$ cat config.mk
export PLATFORM = sky130hd
export DESIGN_NAME = lsu_flat
export DESIGN_NICKNAME = d
export VERILOG_FILES = /design/src/rtl/lsu_pkg.sv /design/src/rtl/lsu_if.sv /design/src/rtl/lsu_load_align.sv /design/src/rtl/lsu.sv /design/src/flat_wrapper.sv
export SDC_FILE = /design/constraint.sdc
export NUM_CORES = 1
export LEC_CHECK = 0
export ABC_AREA = 0
export BUFFER_PORTS_ARGS = -buffer_cell sky130_fd_sc_hd__clkbuf_2
export CAP_MARGIN = 30
export CELL_PAD_IN_SITES_DETAIL_PLACEMENT = 1
export CELL_PAD_IN_SITES_GLOBAL_PLACEMENT = 2
export CORE_UTILIZATION = 15
export DETAILED_ROUTE_END_ITERATION = 10
export GPL_TIMING_DRIVEN = 0
export MAX_ROUTING_LAYER = met4
export PLACE_DENSITY = 0.79
export SKIP_LAST_GASP = 1
export SYNTH_ARGS = -nofsm -noshare
export SYNTH_HDL_FRONTEND = slang
export SYNTH_SLANG_ARGS = --single-unit
$ cat constraint.sdc
create_clock -name clk_i -period 2.1 [get_ports clk_i]
set_input_delay 0.42 -clock clk_i [delete_from_list [all_inputs] [get_ports clk_i]]
set_output_delay 0.42 -clock clk_i [all_outputs]
set_load 0.1 [all_outputs]
$ cat src/rtl/lsu_pkg.sv
// lsu shared types and constants.
// Access sizes follow the RISC-V load/store funct3 encoding.
package lsu_pkg;

  typedef enum logic [2:0] {
    LDST_B  = 3'b000,
    LDST_H  = 3'b001,
    LDST_W  = 3'b010,
    LDST_BU = 3'b100,
    LDST_HU = 3'b101
  } ldst_size_e;

  typedef enum logic {
    ST_IDLE = 1'b0,
    ST_WAIT = 1'b1
  } lsu_state_e;

  localparam logic [3:0] BE_BYTE = 4'b0001;
  localparam logic [3:0] BE_HALF = 4'b0011;
  localparam logic [3:0] BE_WORD = 4'b1111;

  // Size/alignment combinations the RAM port can serve.
  function automatic logic ldst_legal(
    input logic [2:0] size,
    input logic [1:0] off
  );
    case (size)
      LDST_B, LDST_BU: return 1'b1;
      LDST_H, LDST_HU: return !off[0];
      LDST_W:          return off == 2'b00;
      default:         return 1'b0;
    endcase
  endfunction

endpackage

$ cat src/rtl/lsu_if.sv
// lsu data RAM bus.
// master = load/store unit, slave = RAM.
interface lsu_if;
  logic        req;
  logic        we;
  logic [3:0]  be;
  logic [31:0] adr;
  logic [31:0] wdata;
  logic [31:0] rdata;

  modport master (
    output req, we, be, adr, wdata,
    input  rdata
  );

  modport slave (
    input  req, we, be, adr, wdata,
    output rdata
  );
endinterface

$ cat src/rtl/lsu_load_align.sv
// lsu load alignment.
// Picks the addressed lane and extends it.
module lsu_load_align
  import lsu_pkg::*;
(
  input  logic [31:0] data_rdata_i,
  input  logic [2:0]  size_i,
  input  logic [1:0]  offset_i,
  output logic [31:0] core_rd_o
);

  logic [7:0]  byte_sel;
  logic [15:0] half_sel;

  // Lane select followed by sign/zero extension.
  always_comb begin
    byte_sel  = data_rdata_i[{offset_i, 3'b000} +: 8];
    half_sel  = offset_i[1] ? data_rdata_i[31:16]
                            : data_rdata_i[15:0];
    core_rd_o = data_rdata_i;
    case (size_i)
      LDST_B:  core_rd_o = {{24{byte_sel[7]}}, byte_sel};
      LDST_BU: core_rd_o = {24'h0, byte_sel};
      LDST_H:  core_rd_o = {{16{half_sel[15]}}, half_sel};
      LDST_HU: core_rd_o = {16'h0, half_sel};
      default: core_rd_o = data_rdata_i;
    endcase
  end

endmodule

$ cat src/rtl/lsu.sv
// lsu top: request FSM, legality, store lanes.
// One stalled request cycle, then a completion cycle.
module lsu
  import lsu_pkg::*;
(
  input  logic        clk_i,
  input  logic        rst_n_i,
  input  logic        core_req_i,
  input  logic        core_we_i,
  input  logic [2:0]  core_size_i,
  input  logic [31:0] core_addr_i,
  input  logic [31:0] core_wd_i,
  output logic [31:0] core_rd_o,
  output logic        core_stall_o,
  output logic        misalign_o,
  lsu_if.master       data
);

  lsu_state_e  state_q;
  logic [2:0]  size_q;
  logic [1:0]  off_q;
  logic        legal;
  logic        idle_req;
  logic        accept;

  // Accept only from IDLE; reset gates the strobes at once.
  always_comb begin
    legal    = ldst_legal(core_size_i, core_addr_i[1:0]);
    idle_req = rst_n_i && (state_q == ST_IDLE) && core_req_i;
    accept   = idle_req && legal;
  end

  // Request FSM and capture of the load lane fields.
  always_ff @(posedge clk_i or negedge rst_n_i) begin
    if (!rst_n_i) begin
      state_q <= ST_IDLE;
      size_q  <= 3'b000;
      off_q   <= 2'b00;
    end else begin
      unique case (state_q)
        ST_IDLE: begin
          if (accept) begin
            state_q <= ST_WAIT;
            size_q  <= core_size_i;
            off_q   <= core_addr_i[1:0];
          end
        end
        ST_WAIT: state_q <= ST_IDLE;
        default: state_q <= ST_IDLE;
      endcase
    end
  end

  // Bus strobes, byte enables and lane-replicated store data.
  always_comb begin
    core_stall_o = accept;
    misalign_o   = idle_req && !legal;
    data.req     = accept;
    data.we      = accept && core_we_i;
    data.adr     = {core_addr_i[31:2], 2'b00};
    data.be      = BE_WORD;
    data.wdata   = core_wd_i;
    if (core_we_i) begin
      case (core_size_i[1:0])
        2'b00: begin
          data.be    = BE_BYTE << core_addr_i[1:0];
          data.wdata = {4{core_wd_i[7:0]}};
        end
        2'b01: begin
          data.be    = core_addr_i[1] ? (BE_HALF << 2) : BE_HALF;
          data.wdata = {2{core_wd_i[15:0]}};
        end
        default: begin
          data.be    = BE_WORD;
          data.wdata = core_wd_i;
        end
      endcase
    end
  end

  lsu_load_align u_align (
    .data_rdata_i (data.rdata),
    .size_i       (size_q),
    .offset_i     (off_q),
    .core_rd_o    (core_rd_o)
  );

endmodule

$ cat src/flat_wrapper.sv
// flat-port wrapper written by rule: the top's interface ports become plain ports
module lsu_flat import lsu_pkg::*;
  (clk_i, rst_n_i, core_req_i, core_we_i, core_size_i, core_addr_i, core_wd_i, core_rd_o, core_stall_o, misalign_o, data_req, data_we, data_be, data_adr, data_wdata, data_rdata);
  lsu_if data_i ();
  input  logic clk_i;
  input  logic rst_n_i;
  input  logic core_req_i;
  input  logic core_we_i;
  input  logic [2:0] core_size_i;
  input  logic [31:0] core_addr_i;
  input  logic [31:0] core_wd_i;
  output logic [31:0] core_rd_o;
  output logic core_stall_o;
  output logic misalign_o;
  output wire logic [$bits(data_i.req)-1:0] data_req;
  output wire logic [$bits(data_i.we)-1:0] data_we;
  output wire logic [$bits(data_i.be)-1:0] data_be;
  output wire logic [$bits(data_i.adr)-1:0] data_adr;
  output wire logic [$bits(data_i.wdata)-1:0] data_wdata;
  input wire logic [$bits(data_i.rdata)-1:0] data_rdata;
  assign data_req = data_i.req;
  assign data_we = data_i.we;
  assign data_be = data_i.be;
  assign data_adr = data_i.adr;
  assign data_wdata = data_i.wdata;
  assign data_i.rdata = data_rdata;
  lsu u_core (.clk_i(clk_i), .rst_n_i(rst_n_i), .core_req_i(core_req_i), .core_we_i(core_we_i), .core_size_i(core_size_i), .core_addr_i(core_addr_i), .core_wd_i(core_wd_i), .core_rd_o(core_rd_o), .core_stall_o(core_stall_o), .misalign_o(misalign_o), .data(data_i));
endmodule
## Word level (Yosys, flattened, before mapping)

Index checks and enable logic that the tools add are counted.

| cells by class | value |
|---|---|
| $add $sub $neg | 0 |
| multiplexer cells | 10 |
| eq/ne operators | 8 |
| $lt $le $gt $ge | 0 |
| div/mod/pow operators | 0 |
| shifts and indexed selects | 2 |
| multipliers | 0 |
| bitwise operators | 1 |
| reductions and logical operators | 14 |

Operator list:

| operator | count |
|---|---|
| $pmux 32 s4 | 1 |
| $pmux 32 s2 | 1 |
| $mux 32 | 1 |
| $shiftx 32x6->8 | 1 |
| $mux 16 | 1 |
| $eq 3x3->1 const B | 4 |
| $mux 4 | 2 |
| $pmux 4 s2 | 1 |
| $eq 3x1->1 const B | 2 |
| $logic_not 3->1 | 2 |
| $logic_and 1x1->1 | 5 |
| $logic_not 2->1 | 2 |
| $reduce_or 2->1 | 2 |
| $shl 1x2->4 const A | 1 |
| $eq 3x2->1 const B | 1 |
| $pmux 1 s3 | 1 |
| $eq 2x1->1 const B | 1 |
| $logic_not 1->1 | 2 |
| $pmux 1 s2 | 1 |
| $reduce_and 2->1 | 1 |
| $mux 1 | 1 |
| $not 1->1 | 1 |

| word-level totals | value |
|---|---|
| memories | 0 |
| input bits | 103 |
| bits in latches | 0 |
| bits in writable memories | 0 |
| flip-flop bits (word level) | 6 |
| bits in read-only memories | 0 |
| word-level logic and storage cells | 38 |
| output and inout port bits | 104 |

## Longest topological paths before layout

Gate-level depths: netlist of run 1.

| logic depth | value |
|---|---|
| depth in word-level cells | 6 |
| gate-level depth with buffers | 5 |
| mapped depth without buffers | 3 |

## Cells and area by module

A second synthesis of run 1 with hierarchy kept.

| second synthesis, totals | value |
|---|---|
| cells, all modules | 217 |
| area, all modules | 1,858.0 um^2 |

Modules (own cells, without submodules):

| module | instances | cells an instance | area an instance (um^2) |
|---|---|---|---|
| lsu | 1 | 121 | 1,012.2 |
| lsu_load_align | 1 | 96 | 845.8 |

## Worst setup path after synthesis of run 1

OpenSTA, ideal clock, no wires.

| timing path | value |
|---|---|
| kind | register to output |
| start | register u_core.size_q[1] |
| end | output core_rd_o[0] |
| data arrival time | 3.266 ns |
| required time | 1.680 ns |
| cell stages (with the launch flop) | 6 |
| path slack | -1.586 ns |
| cell sequence | dfrtp_1 > clkbuf_1 > nor3b_2 > buf_4 > a211oi_1 > a211oi_1 |

| between the ends | value |
|---|---|
| longest elaborated chain between the ends | 2 |
| elaborated cells between the ends (all ways) | 5 |
| classes of those cells | 3 x eq/ne; 1 x mux; 1 x reduce/logical |

RTL lines:

| what | line | source |
|---|---|---|
| start: declaration | lsu.sv:20 | `logic [2:0] size_q;` |
| start signal: assignment | lsu.sv:44 | `size_q <= core_size_i;` |
| $eq 3x3->1, or another cell as far along | lsu_load_align.sv:21 | `case (size_i)` |
| $pmux 32 s4 (*) | lsu_load_align.sv:21 |  |
| end: declaration | flat_wrapper.sv:12 | `output logic [31:0] core_rd_o;` |

Every way passes the cells marked *; elsewhere a longest branch is shown, timed or not.

## Worst setup path after layout of run 1

| timing path | value |
|---|---|
| start | register u_core.off_q[1] |
| end | output core_rd_o[30] |

| between the ends | value |
|---|---|
| longest elaborated chain between the ends | 2 |
| elaborated cells between the ends (all ways) | 3 |
| classes of those cells | 1 x shift; 2 x mux |

RTL lines:

| what | line | source |
|---|---|---|
| start: declaration | lsu.sv:21 | `logic [1:0] off_q;` |
| start signal: assignment | lsu.sv:45 | `off_q <= core_addr_i[1:0];` |
| $shiftx 32x6->8 / $mux 16 (equally long branches) | lsu_load_align.sv:17, lsu_load_align.sv:18 |  |
| $pmux 32 s4 (*) | lsu_load_align.sv:21 |  |

Marks and branches as above.

==> reports/metrics.cfg, run 1 <==
[floorplan]
dieArea_um2 = 12200
row_count = 39
die-height_um = 110
initial_core_util_pct = 15.4
num_io_pins = 207
placeableCoreArea_um2 = 11400
die_width_um = 110

[placed_design]
pre_cts_ws_ps = -536
portBuffers = 173
place_hpwl_mm = 6.66
routabilityCongestion = 0.756

[routing]
viasPerCell = 4.35
vias = 2524
ant_nets = 0
post-route-drc-count = 0
drt_wl_total_mm = 9.76
firstDrtPassIters = 4
avgRoutedWirePerCell_um = 16.8
drt_iter0_markers = 113

[clock_tree]
clockBufferDepth = 2
htree_levels = 1
hold_buffers = 0
clock_latency_ps = 230
cts_made_buffers = 3
clk_pin_slew_worst_paths_ps = 30
cts_root_buf = clkbuf_16
cts_tree = built
cts.sinks = 6

[flow_run]
drv_cap = 0

[synth]
synthCells = 224
synth_area_um2 = 1760
postSynthAreaPerCell_um2 = 7.86
synth_enable_flop_cells = 0
synth_top_flop_cell = dfrtp_1
synth_warnings = 0
ys_seq_elements = 6
ys_types = 34
async_flop_share_pct = 100
ys_seq_area_share_pct = 8.52

[outcome]
violations = negative setup slack
outcome = finished with violations

[worst_setup_path]
arrival_ps = 1890
critPathMaxFanout = 7
endpoint_kind = output port
path_class = flip-flop to output port
critPathLaunchType = flip-flop
crit_required_ps = 1680

[sta]
max_freq_mhz = 434
worst_slack_ps = -206
report.final.slew_viol_count = 0
hold_viol_final = 0
setup_viol = 32
period_share_pct = 110
rsz0062_at_grt = yes
layout_min_cycle_time_ps = 2310
slew_headroom_pct = 63.2
tightestPinTransition_ps = 555
finClkSkew_ps = 0.277
timing.hold.ws_ps = 20.3

[layout]
final_common_cell = clkbuf_2
antenna_cells = 0
final_util_pct = 41.1
nets = 542
drive_above_1_share_pct = 81.5
syn_to_final_growth_pct = 166
final_cell_mix = clkbuf_2, buf_4, nand2_1

[global_route]
grt_pass1_wl_mm = 14.6
antenna_found_initial = 0
grt-ovfl-total = 0
grt_pass1_vias = 2717
grt_usage_pct = 16.2
grt_start_max_net_pins = 11

[pwr]
p_int_mw = 2.18
irDropWorstVdd_mv = 0.975
comb_power_share_pct = 91.4
seqPwrFrac_pct = 3.0
leakage_nw = 2.23
switching_share_pct = 59.7
p_clk_share_pct = 5.6
p_switching_mw = 3.23
powerDensity_nw_per_um2 = 1150

[hold_path]
min_path_type = primary input to async pin

[sequential cells by signal, summed over array words and instances (netlist names)]
signal,cells
u_core.off_q,2
u_core.state_q,1
u_core.size_q,3
[critical path: stages, from the launching register on]
cell,delay [ps]
dfrtp_1,370
buf_6,140
mux2i_1,120
a211o_4,430
buf_12,180
o21ai_4,180
clkbuf_16,230
[path summary, 6_finish.rpt]
check                      slack, ps                      endpoint  cells after the start                          from
min in group clk_i               490  u_core.size_q[2]$_DFFE_PN0P_                      2                core_size_i[2]
min reg2reg                      600  u_core.size_q[2]$_DFFE_PN0P_                      1  u_core.size_q[2]$_DFFE_PN0P_
min                               20      u_core.state_q$_DFF_PN0_                      1                       rst_n_i
max                             -210                 core_rd_o[30]                      6   u_core.off_q[1]$_DFFE_PN0P_
max in group asynchronous       1920   u_core.off_q[1]$_DFFE_PN0P_                      1                       rst_n_i
max reg2reg                      660  u_core.size_q[0]$_DFFE_PN0P_                      4      u_core.state_q$_DFF_PN0_
[power groups by stage]
stage	combinational (mW)	clock, mW	sequential [mW]
finish	4.94	0.304	0.163
floorplan	3.22	0	0.157
global placement	3.64	0	0.164
CTS	4.84	0.307	0.162
global route	5.10	0.318	0.166
detailed placement	3.66	0	0.165
[final cells by class]
type | instances | area, um2
well taps | 143 | 179
flip-flops and latches | 6 | 150
multi-input cells | 158 | 1740
repair buffers | 210 | 1990
fillers | 1286 | 6730
plain buffers | 56 | 531
clock buffers | 3 | 75.1
inverters | 4 | 21.3
[stage by stage]
step / TNS (ps) / power (mW) / instances / instance area, um2
3_5_place_dp: -16140 / 3.83 / 541 / 3300
3_3_place_gp: -15750 / 3.80 / 541 / 3300
5_1_grt: -6920 / 5.58 / 580 / 4690
4_1_cts: -5310 / 5.31 / 578 / 4620
2_1_floorplan: -8460 / 3.38 / 225 / 2250
6_report: -5140 / 5.41 / 580 / 4690
[cell usage after synthesis (2+ instances only)]
master | instances | share of area (%)
mux2_4 | 5 | 4.3
o21ai_2 | 10 | 5.0
mux2i_1 | 16 | 9.1
buf_6 | 2 | 1.3
o21ai_0 | 18 | 5.1
nor3_1 | 2 | 0.57
buf_4 | 44 | 19
nor2b_1 | 3 | 1.1
nor2_1 | 3 | 0.64
mux2_2 | 17 | 11
buf_2 | 5 | 1.4
a211oi_1 | 18 | 7.7
o211ai_1 | 7 | 3.0
nand2_1 | 38 | 8.1
nand2b_1 | 5 | 1.8
clkbuf_1 | 5 | 1.1
dfrtp_1 | 6 | 8.5
inv_1 | 4 | 0.85
[per-layer routing]
metal / global-route usage [%] / vias up / routed length, um
li1: - / 1171 / -
met1: 16.7 / 1185 / 3470
met2: 31.8 / 155 / 5540
met3: 1.82 / 13 / 597
met4: 5.08 / 0 / 153
met5: - / - / 0
[kinds of logic after synthesis]
logic type | share of synthesized area (%)
AND/OR/NAND/NOR | 16.8
AO/OA/AOI/OAI | 24.5
multiplexers | 25.5
buffers and inverters | 24.5
other | 0.213
flip-flops | 8.52
[what timing repair did]
| action | 4_1_cts | 5_1_grt |
|---|---|---|
| gates resized for setup | 181 | 29 |
| pin swaps | 22 | 10 |
| setup buffers | 32 | 5 |
| cloned | 2 | 0 |
| endpoints found under the setup margin | 55 | 49 |
Note: power is estimated with default switching activity, not from simulation.
==> run 2, diff against run 1 <==
Clock period 2.1 ns to 2.62 ns, I/O delays scaled along.
==> reports/metrics.cfg, run 2 (synthesized netlist as in run 1, its figures left out) <==
[routing]
post-route-drc-count = 0  ; unchanged
viasPerCell = 4.28  ; -1.8%
drt_iter0_markers = 43  ; -62%
drt_wl_total_mm = 8.12  ; -17%
firstDrtPassIters = 4  ; unchanged
avgRoutedWirePerCell_um = 14.9  ; -11%
vias = 2330  ; -7.7%
ant_nets = 0  ; unchanged

[placed_design]
dp.cells = 541  ; unchanged
routabilityCongestion = 0.754  ; -0.32%
place_hpwl_mm = 7.21  ; +8.2%
portBuffers = 173  ; unchanged

[global_route]
antenna_found_initial = 0  ; unchanged
grt-ovfl-total = 0  ; unchanged
grt_pass1_vias = 2329  ; -14%
grt_start_max_net_pins = 11  ; unchanged
grt_usage_pct = 13.1  ; -3.1 points
grt_pass1_wl_mm = 11.8  ; -19%

[worst_setup_path]
r2r_slack_ps = 1300  ; +640 ps
endpoint_kind = output port
critPathMaxFanout = 10  ; +3
cp_slowest_cell = mux4_2
worstPathCellList = mux4_2 -> nor2_8 -> buf_12 -> o21ai_2 -> clkbuf_4
critPathLaunchType = flip-flop
rr_worst_depth = 3  ; -1
r2r-start = u_core.state_q$_DFF_PN0_
r2r_end = u_core.off_q[1]$_DFFE_PN0P_
critPathTopFamily = multiplexers
path_class = flip-flop to output port
max_stage_delay_ps = 620  ; +190 ps
crit_required_ps = 2100  ; +420 ps
arrival_ps = 1990  ; +100 ps
crit_buf_inv = 2  ; -1

[layout]
multi_input_area_um2 = 1350  ; -22%
top_regs = u_core.size_q (3), u_core.off_q (2), u_core.state_q (1)
top_register = u_core.size_q
final_cell_mix = clkbuf_2, buf_4, nand2_1
final-instance-count-excl-fill = 545  ; -6.0%
final_common_cell = clkbuf_2
fill_cells = 1431  ; +11%
nets = 507  ; -6.5%
largest_register_ffs = 3  ; unchanged
drive_above_1_share_pct = 75.4  ; -6.1 points
antenna_cells = 0  ; unchanged
syn_to_final_growth_pct = 80.5
seq_area_um2 = 150  ; unchanged

[floorplan]
die_width_um = 110  ; unchanged
dieArea_um2 = 12200  ; unchanged
row_count = 39  ; unchanged
initial_core_util_pct = 15.4  ; unchanged
die-height_um = 110  ; unchanged
placeableCoreArea_um2 = 11400  ; unchanged
num_io_pins = 207  ; unchanged

[pwr]
leakage_nw = 1.65  ; -26%
powerDensity_nw_per_um2 = 1000  ; -13%
finalPower_mw = 3.19  ; -41%
irDropWorstVdd_mv = 0.600  ; -38%

[sta]
slew_headroom_pct = 62.6  ; -0.56 points
timing.hold.ws_ps = 126  ; +106 ps
layout_min_cycle_time_ps = 2510
setup_viol = 0  ; -100%
max_freq_mhz = 398
hold_viol_final = 0  ; unchanged
tightestPinTransition_ps = 563  ; +8.37 ps
report.final.slew_viol_count = 0  ; unchanged
rsz0062_at_grt = yes
finClkSkew_ps = 1.68  ; +1.41 ps
period_share_pct = 95.9

[clock_tree]
hold_buffers = 0  ; unchanged
clk_pin_slew_worst_paths_ps = 30  ; about the same
cts_root_buf = clkbuf_16
cts_made_buffers = 3  ; unchanged
htree_levels = 1  ; unchanged
clockBufferDepth = 2  ; unchanged
cts_tree = built
clock_latency_ps = 230  ; about the same
cts.sinks = 6  ; unchanged

[outcome]
outcome = completed

[hold_path]
min_path_type = primary input to async pin

[flow_run]
drv_cap = 0  ; unchanged

run 2: changes by cell type in the layout (fill, tap and decap cells not counted), moves of 12 or more:
cell | before | now
clkbuf_16 | 29 | 3
buf_4 | 62 | 44
clkbuf_8 | 19 | 3
clkbuf_2 | 119 | 140
clkbuf_4 | 5 | 25
o21ai_4 | 20 | 0
o21ai_2 | 2 | 25
a211oi_1 | 0 | 12
run 2: how the worst max path moves through the flow:
| stage | startpoint | endpoint | slack [ps] | cells past startpoint |
|---|---|---|---|---|
| floorplan | u_core.size_q[1]$_DFFE_PN0P_ | core_rd_o[0] | -300 | 5 |
| global placement | core_size_i[1] | data_wdata[31] | -70 | 7 |
| detailed placement | core_size_i[1] | data_wdata[31] | -30 | 7 |
| CTS | u_core.size_q[1]$_DFFE_PN0P_ | core_rd_o[5] | -40 | 6 |
| global route | u_core.size_q[1]$_DFFE_PN0P_ | core_rd_o[7] | -10 | 5 |
| finish | u_core.off_q[0]$_DFFE_PN0P_ | core_rd_o[25] | 110 | 5 |
run 2: cell type report:
class	count	area share [%]
plain buffers	57	13.8
clock buffers	3	2.36
inverters	4	0.590
multi-input cells	158	42.6
flip-flops and latches	6	4.72
well taps	143	5.63
repair buffers	174	30.3
run 2: repair_timing:
| item | 4_1_cts | 5_1_grt |
|---|---|---|
| endpoints found under the hold margin | 0 | 0 |
| buffers inserted | 0 | 1 |
| setup endpoints to repair | 33 | 37 |
| resized for setup | 34 | 21 |
| pin swaps | 0 | 1 |
run 2: worst reg2reg max path, stage by stage (launching register included):
cell and delay (ps):
dfrtp_1 340, nand3b_1 220, o21bai_4 300, mux2_4 340
run 2: routing by layer:
| metal | wire length, um | vias to the layer above | track usage [%] |
|---|---|---|---|
| met1 | 2910 | 1083 | 13.3 |
| met4 | 93 | 0 | 3.85 |
| li1 | - | 1111 | - |
| met2 | 4450 | 129 | 25.9 |
| met5 | 0 | - | - |
| met3 | 663 | 7 | 1.82 |
run 2: report_power, final:
| group | switching (mW) | internal [mW] | total (mW) |
|---|---|---|---|
| registers | 0.0141 | 0.112 | 0.127 |
| logic | 2.20 | 0.612 | 2.81 |
| clock network | 0.0533 | 0.196 | 0.249 |
run 2: per-stage QoR:
step	setup TNS (ps)	setup slack (ps)	utilization (%)	cell area [um2]
2_1_floorplan	-1650	-301	-	1940
3_3_place_gp	-180	-69.6	26.1	2980
3_5_place_dp	-89.1	-31.8	26.1	2980
4_1_cts	-77.9	-41.1	27.6	3150
5_1_grt	-14.9	-14.9	27.9	3180
6_report	0	107	27.9	3180
